`src/rtl/csr_pkg.sv`:
```
// Shared CSR definitions: address map, operation encoding and the new-value helper.
// Optional feature macro: CSR_COUNTINHIBIT_EN (adds mcountinhibit at 0x320).
package csr_pkg;

    localparam logic [11:0] ADDR_MCOUNTINHIBIT = 12'h320;
    localparam logic [11:0] ADDR_MSCRATCH      = 12'h340;
    localparam logic [11:0] ADDR_MCYCLE        = 12'hB00;
    localparam logic [11:0] ADDR_MINSTRET      = 12'hB02;
    localparam logic [11:0] ADDR_MCYCLEH       = 12'hB80;
    localparam logic [11:0] ADDR_MINSTRETH     = 12'hB82;
    localparam logic [11:0] ADDR_CYCLE         = 12'hC00;
    localparam logic [11:0] ADDR_INSTRET       = 12'hC02;
    localparam logic [11:0] ADDR_CYCLEH        = 12'hC80;
    localparam logic [11:0] ADDR_INSTRETH      = 12'hC82;

    // Only bit 0 (cycle) and bit 2 (instret) of mcountinhibit exist.
    localparam logic [31:0] COUNTINHIBIT_MASK  = 32'h0000_0005;

    typedef enum logic [1:0] {
        CSR_NONE = 2'b00,
        CSR_RW   = 2'b01,
        CSR_RS   = 2'b10,
        CSR_RC   = 2'b11
    } csr_op_t;

    function automatic logic [31:0] csr_new_value(input csr_op_t op,
                                                  input logic [31:0] old,
                                                  input logic [31:0] operand);
        case (op)
            CSR_RW:  return operand;
            CSR_RS:  return old | operand;
            CSR_RC:  return old & ~operand;
            default: return old;
        endcase
    endfunction

endpackage

```
`src/rtl/csr_counter64.sv`:
```
// 64-bit counter with independent lo/hi word writes; a write to either half wins
// over the increment of that half, and a hi write drops the carry out of lo.
module csr_counter64 #(
    parameter logic [63:0] RST_VALUE = 64'h0
) (
    input  logic        clk,
    input  logic        reset,
    input  logic        inc_en,
    input  logic        wr_lo,
    input  logic        wr_hi,
    input  logic [31:0] wdata,
    output logic [63:0] count
);

    always_ff @(posedge clk) begin
        if (reset) begin
            count <= RST_VALUE;
        end else if (wr_lo) begin
            count[31:0] <= wdata;
        end else if (wr_hi) begin
            count[63:32] <= wdata;
            count[31:0]  <= count[31:0] + {31'd0, inc_en};
        end else if (inc_en) begin
            count <= count + 64'd1;
        end
    end

endmodule

```
`src/rtl/csr_file.sv`:
```
// Machine-mode CSR file: mscratch plus mcycle/minstret counters with RO user aliases.
// Optional feature macro: CSR_COUNTINHIBIT_EN (mcountinhibit at 0x320).
module csr_file
    import csr_pkg::*;
#(
    parameter logic [31:0] MSCRATCH_RST = 32'h0000_0000,
    parameter logic [63:0] CYCLE_RST    = 64'h0,
    parameter logic [63:0] INSTRET_RST  = 64'h0
) (
    input  logic        clk_i,
    input  logic        reset_i,
    input  logic        csr_we_i,
    input  logic [1:0]  csr_control_i,
    input  logic        csr_src_i,
    input  logic [11:0] csr_addr_i,
    input  logic [31:0] rs1_data_i,
    input  logic [4:0]  uimm_i,
    input  logic        retire_i,
    output logic [31:0] csr_rdata_o,
    output logic        illegal_csr_o
);

    csr_op_t     op;
    logic [31:0] operand;
    logic [31:0] wdata;
    logic [31:0] mscratch;
    logic [63:0] mcycle;
    logic [63:0] minstret;
    logic        known;
    logic        writable;
    logic        write_intent;
    logic        commit;
    logic        cycle_inhibit;
    logic        instret_inhibit;

    assign op      = csr_op_t'(csr_control_i);
    assign operand = csr_src_i ? {27'd0, uimm_i} : rs1_data_i;

`ifdef CSR_COUNTINHIBIT_EN
    logic [31:0] mcountinhibit;
    assign cycle_inhibit   = mcountinhibit[0];
    assign instret_inhibit = mcountinhibit[2];
`else
    assign cycle_inhibit   = 1'b0;
    assign instret_inhibit = 1'b0;
`endif

    always_comb begin
        csr_rdata_o = 32'd0;
        known       = 1'b1;
        writable    = 1'b0;
        case (csr_addr_i)
            ADDR_MSCRATCH:  begin csr_rdata_o = mscratch;        writable = 1'b1; end
            ADDR_MCYCLE:    begin csr_rdata_o = mcycle[31:0];    writable = 1'b1; end
            ADDR_MCYCLEH:   begin csr_rdata_o = mcycle[63:32];   writable = 1'b1; end
            ADDR_MINSTRET:  begin csr_rdata_o = minstret[31:0];  writable = 1'b1; end
            ADDR_MINSTRETH: begin csr_rdata_o = minstret[63:32]; writable = 1'b1; end
            ADDR_CYCLE:     csr_rdata_o = mcycle[31:0];
            ADDR_CYCLEH:    csr_rdata_o = mcycle[63:32];
            ADDR_INSTRET:   csr_rdata_o = minstret[31:0];
            ADDR_INSTRETH:  csr_rdata_o = minstret[63:32];
`ifdef CSR_COUNTINHIBIT_EN
            ADDR_MCOUNTINHIBIT: begin csr_rdata_o = mcountinhibit; writable = 1'b1; end
`endif
            default:        known = 1'b0;
        endcase
    end

    // Set/clear with a zero operand is a pure read: no write, no fault on RO aliases.
    assign write_intent  = (op == CSR_RW) || ((op == CSR_RS || op == CSR_RC) && operand != 32'd0);
    assign illegal_csr_o = csr_we_i && ((op == CSR_NONE) || !known || (!writable && write_intent));
    assign commit        = csr_we_i && write_intent && writable && !illegal_csr_o;
    assign wdata         = csr_new_value(op, csr_rdata_o, operand);

    always_ff @(posedge clk_i) begin
        if (reset_i) begin
            mscratch <= MSCRATCH_RST;
        end else if (commit && csr_addr_i == ADDR_MSCRATCH) begin
            mscratch <= wdata;
        end
    end

`ifdef CSR_COUNTINHIBIT_EN
    always_ff @(posedge clk_i) begin
        if (reset_i) begin
            mcountinhibit <= 32'd0;
        end else if (commit && csr_addr_i == ADDR_MCOUNTINHIBIT) begin
            mcountinhibit <= wdata & COUNTINHIBIT_MASK;
        end
    end
`endif

    logic wr_cycle_lo, wr_cycle_hi, wr_instret_lo, wr_instret_hi;
    assign wr_cycle_lo   = commit && csr_addr_i == ADDR_MCYCLE;
    assign wr_cycle_hi   = commit && csr_addr_i == ADDR_MCYCLEH;
    assign wr_instret_lo = commit && csr_addr_i == ADDR_MINSTRET;
    assign wr_instret_hi = commit && csr_addr_i == ADDR_MINSTRETH;

    csr_counter64 #(.RST_VALUE(CYCLE_RST)) u_mcycle (
        .clk    (clk_i),
        .reset  (reset_i),
        .inc_en (!cycle_inhibit),
        .wr_lo  (wr_cycle_lo),
        .wr_hi  (wr_cycle_hi),
        .wdata  (wdata),
        .count  (mcycle)
    );

    // The instruction writing minstret is itself retiring, so it must not count.
    csr_counter64 #(.RST_VALUE(INSTRET_RST)) u_minstret (
        .clk    (clk_i),
        .reset  (reset_i),
        .inc_en (retire_i && !instret_inhibit && !wr_instret_lo && !wr_instret_hi),
        .wr_lo  (wr_instret_lo),
        .wr_hi  (wr_instret_hi),
        .wdata  (wdata),
        .count  (minstret)
    );

endmodule

```
`config.mk`:
```
export PLATFORM = sky130hd
export DESIGN_NAME = csr_file
export DESIGN_NICKNAME = d
export VERILOG_FILES = /design/src/rtl/csr_pkg.sv /design/src/rtl/csr_counter64.sv /design/src/rtl/csr_file.sv
export SDC_FILE = /design/constraint.sdc
export NUM_CORES = 1
export LEC_CHECK = 0
export ABC_AREA = 1
export CORE_MARGIN = 4
export CORE_UTILIZATION = 41
export DETAILED_ROUTE_END_ITERATION = 8
export HOLD_SLACK_MARGIN = 0.06
export MAX_ROUTING_LAYER = met4
export SYNTH_ARGS = -nofsm -noshare
export SYNTH_HDL_FRONTEND = slang
export SYNTH_SLANG_ARGS = --single-unit
```
`constraint.sdc`:
```
create_clock -name clk_i -period 12.7 [get_ports clk_i]
set_input_delay 3.81 -clock clk_i [delete_from_list [all_inputs] [get_ports clk_i]]
set_output_delay 3.81 -clock clk_i [all_outputs]
set_load 0.02 [all_outputs]
```
Word-level counts from Yosys, hierarchy flattened. Index checks and enable logic that the tools add are counted.

Register bits: 160. Bits of input ports: 56. Output and inout port bits: 33.

$add $sub $neg: 4. Equal/unequal tests: 12. Multiplexer cells: 10. Bitwise gates (word level): 4. Reductions and logical operators: 33.

Operators by type and width (number): 2-to-1 mux 64 bit (3); case mux 32 bit (5 select lines) (1); adder 64 x 1 -> 64 bit, second input constant (2); equality test 12 bit, second input constant (8); 2-to-1 mux 32 bit (3); case mux 32 bit (3 select lines) (1); adder 32 x 1 -> 32 bit (1); adder 32 x 1 -> 32 bit, second input constant (1); bitwise AND 32 bit (1); inverter 32 bit (1); OR 32 bit (1); nonzero test 32 bit (1); logical AND 1 bit (13); equality test 12 x 10 -> 1 bit, second input constant (1); OR reduction 9 bit (1); OR reduction 2 bit (4); logical NOT 1 bit (5); OR reduction 5 bit (1); equality test 2 bit, second input constant (2); logical OR 1 bit (4); nonzero test 3 bit (1); equality test 2 x 1 -> 1 bit, second input constant (1); logical NOT 2 bit (1); 2-to-1 mux 1 bit (2); 3 further kinds (3).

Longest topological paths before layout.
Word-level depth: 16. Gate-level depth with buffers: 30. Mapped depth without buffers: 29.

By module. Synthesis repeated with hierarchy kept, for this count alone.

Cell total of the unflattened synthesis: 2859. Area, all modules: 15077.0 µm².

Modules (own cells, without submodules): csr_counter64 (times used 2, cells each 1002, area each 5360.1 µm², sequential area each 1281.2 µm²); csr_file (times used 1, cells each 855, area each 4356.7 µm², sequential area each 640.6 µm²).

Least setup slack after synthesis. No wires, ideal clock.

Kind: input -> output. From: input csr_addr_i[3]. To: output csr_rdata_o[26]. Data arrival time: 5039 ps. Data required time: 8890 ps. Slack: 3851 ps. Stages: 8. Buffers on the path: 1. Cell sequence: nor2_1 > nand2_1 > nor2_1 > nand2_2 > nand2_1 > buf_1 > nand2_1 > o2111ai_1.

Longest elaborated chain between the ends: 3.

Ends and longest elaborated chain: start: declaration (line csr_file.sv:15) `input logic [11:0] csr_addr_i,`; equality test 12 bit (line csr_file.sv:52) `case (csr_addr_i)`; OR reduction 2 bit (no source line); case mux 32 bit (5 select lines) (*) (line csr_file.sv:52); end: declaration (line csr_file.sv:19) `output logic [31:0] csr_rdata_o,`.

Mark *: on every way between the ends. The rest lies on a longest branch, timed or not.

Worst setup path in the final report.
From: input csr_addr_i[5]. To: output csr_rdata_o[22].

The elaborated chain is that of the path after synthesis.

==> run_results.csv <==
group,metric,value,unit
sta,tns,0,ps
cts,htree_levels,4,
status,status,"finished with violations",
detailed_routing,dr.pass1.iters,5,
pwr,power.density,80.2,nW/µm²
detailed_routing,drtIter0Drc,2330,
critical_path,worst_setup_path_end_kind,"output port",
cts,cts_resized,0,
detailed_routing,ant_nets,0,
sta,finalHoldViolations,0,
layout,layout-drive-gt1-share,4.05,%
critical_path,timing.rr.end,"u_mcycle.count[58]$_SDFFE_PP0N_",
floorplanning,core_area,31600,µm²
job,cap_violations,1,
grt,use_met1,49.5,%
min_path,min_delay_path_depth,2,
critical_path,worstSetupPathType,"primary input to output port",
placement,dp_hpwl,50400,µm
synth,ys_types,43,
critical_path,critPathLaunchType,"primary input",
synth,ys_ff_latch,160,
detailed_routing,route.vias.total,16211,
cts,numCtsBuffers,17,
layout,antenna_cells,0,
synth,yosysWarnings,0,
pwr,peakVddDrop,97.6,µV
critical_path,worstSetupStartpoint,"csr_addr_i[5]",
cts,clk_pin_slew,70,ps
pwr,finalPower,1.19,mW
pwr,clkPwrFrac,44.2,%
sta,finClkSkew,18.0,ps
synth,synth_top_area_share,24.3,%
layout,fill_cells,3435,
synth,netlist_area,13200,µm²
min_path,worstHoldPathType,"register to register",
grt,track_usage,37.4,%
grt,busiest_layer,"met2",
floorplanning,start_util,41.7,%
status,violations,"capacitance limit, slew limit",
sta,timing.final.ws_setup,1940,ps
critical_path,r2r_slack,9300,ps
grt,antenna_found_initial,1,
grt,grt_use_met2,52.5,%
pwr,combPwrFrac,12.2,%
placement,gp_congestion,1.04,
grt,grt_max_degree,95,
sta,fmax,92.9,MHz
floorplanning,ios,89,
critical_path,rr_startpoint,"u_mcycle.count[0]$_SDFF_PP0_",
grt,grtUsageMet3,8.94,%
synth,syn_inst,2301,
synth,ys_seq_area_share,24.3,%
sta,tightest_slew,1500,ps
floorplanning,die_x,187,µm
synth,synth_edf_count,0,
pwr,switching_power,0.357,mW
grt,grt_pass1_vias,14299,
synth,synth_top_cells_by_area,"dfxtp_1, nand2_1, inv_1",
cts,cts_root_buffer,"clkbuf_16",
placement,dp_slack,1960,ps
detailed_routing,drc,0,
critical_path,reg2reg_depth,15,
placement,numPortBuffers,88,
floorplanning,num_rows,65,
synth,synthArstFlopShare,0,%
pwr,p_leak,5.93,nW
pwr,swShare,29.9,%
min_path,hold_start,"mscratch[13]$_SDFFE_PP0P_",
sta,relSlewSlack,-0.842,%
layout,final_nets,2394,
cts,cts.sinks,160,
grt,grt_pass1_wl,95700,µm
detailed_routing,routedWlPerCell,24.2,µm
synth,synth_area_leader_cell,"dfxtp_1",
sta,setup_viol,0,
grt,overflow,0,
cts,cts_setup_buffers,0,
detailed_routing,wl,66500,µm
cts,postCtsHoldBufs,0,
critical_path,arrival,6950,ps
pwr,p_seq_share,43.6,%
synth,syn_area_per_cell,5.73,µm²
cts,worstSkewPairLatency,460,ps
cts,cts.path.max_buffers,2,
floorplanning,die_height,187,µm
synth,ys.flop_type,"dfxtp_1",
layout,area_delta_synth_final,12.9,%
critical_path,path_max_fanout,27,
min_path,hold-path-endpoint,"mscratch[13]$_SDFFE_PP0P_",
sta,finalCriticalPeriod,10760,ps
cts,cts_tree,"done",
pwr,internal_power,0.837,mW
sta,rsz0062_at_grt,"false",
critical_path,crit_required,8890,ps
synth,syn_nets,2360,
sta,fin_crit_sh,84.7,%
detailed_routing,viasPerCell,5.90,
sta,slew_violations,1,
floorplanning,die_area,35100,µm²
## power groups by stage
stage,Combinational [mW],Sequential [mW],Clock (mW)
floorplan,0.0747,0.525,0
global placement,0.140,0.531,0
detailed placement,0.140,0.531,0
CTS,0.141,0.519,0.527
global route,0.155,0.520,0.545
finish,0.146,0.520,0.528
## area by class of cell
class                           instances  area [µm²]  share of cell area (%)
Clock buffer                           21         470                    3.16
Multi-Input combinational cell       1740        8400                    56.4
Tap cell                              402         503                    3.38
Sequential cell                       160        3200                    21.5
Clock inverter                          9        85.1                   0.571
Timing Repair Buffer                  118        1100                    7.42
Inverter                              298        1120                    7.53
## through the flow
| step | util [%] | std cells | hold slack, ps | instance area [µm²] |
|---|---|---|---|---|
| detailed placement | 45.3 | 2717 | 436 | 14300 |
| global route | 47.1 | 2748 | 477 | 14900 |
| finish | 47.1 | 2748 | 450 | 14900 |
| global placement | 45.3 | 2717 | 436 | 14300 |
| CTS | 47.0 | 2747 | 448 | 14900 |
| floorplan | - | 2301 | 422 | 13200 |
## cell families after synthesis
logic type	share of synthesized area, %
fa+ha+maj	0.285
compound gates	17.6
flops	24.3
xor+xnor	7.51
simple gates	38.2
buf+inv	12.1
## Yosys cell counts (5+ instances only)
cell	number
nand3_1	115
nor2_1	237
nand2_1	646
nor4_1	17
xnor2_1	17
o21ai_1	24
buf_2	30
o211ai_1	7
inv_1	291
inv_2	6
clkbuf_1	56
o22ai_1	46
buf_1	6
xor2_1	96
o21ai_0	169
a21oi_1	167
a211oi_1	5
dfxtp_1	160
nor2_2	7
a22oi_1	7
nor3_1	77
a31oi_1	8
nand4_1	60
## layer usage
metal  part of all wire, %  up-vias
li1                      -     7510
met1                    41     7518
met2                    41      988
met3                    11      195
met4                   6.4        0
met5                     0        -
## cell usage in the layout, fill, tap and decap left out, types with 3 or more instances in the layout
cell               n
nor2_2             6
inv_1            290
dfxtp_1          160
nand4_1           60
ha_1               3
nor2_1           237
a211oi_1           5
buf_4             29
o211ai_1           7
o21ai_0          163
o21ai_1           30
nand2_1          646
clkbuf_16         17
nand3_2            4
xor2_1            96
inv_2              7
nor3_1            77
nand2_2            3
nor4_1            17
nor2_4             3
a22oi_1            7
clkbuf_8           3
nand3b_1           4
o2111ai_1          3
clkinv_2           3
a31oi_1            8
a21oi_1          165
nand3_1          115
xnor2_1           17
clkinvlp_4         3
clkdlybuf4s50_1   87
or2_2              4
o22ai_1           46
## flip-flops by register name, summed over array words and instances (netlist names)
name              cells
u_mcycle.count       64
u_minstret.count     64
mscratch             32
## critical path, stage by stage
cell             delay, ps
clkdlybuf4s50_1        400
nor2_1                 170
inv_1                  110
nor2_1                 110
nand3_1                810
buf_4                  500
o22ai_1                110
inv_1                   60
o2111ai_1              170
clkdlybuf4s50_1        690
## worst max-delay path by stage
stage	cells past startpoint	to
2_1_floorplan	8	csr_rdata_o[26]
3_3_place_gp	10	csr_rdata_o[22]
3_5_place_dp	10	csr_rdata_o[22]
4_1_cts	10	csr_rdata_o[22]
5_1_grt	10	csr_rdata_o[22]
6_report	10	csr_rdata_o[22]
Power figures use the tool's default switching activity.
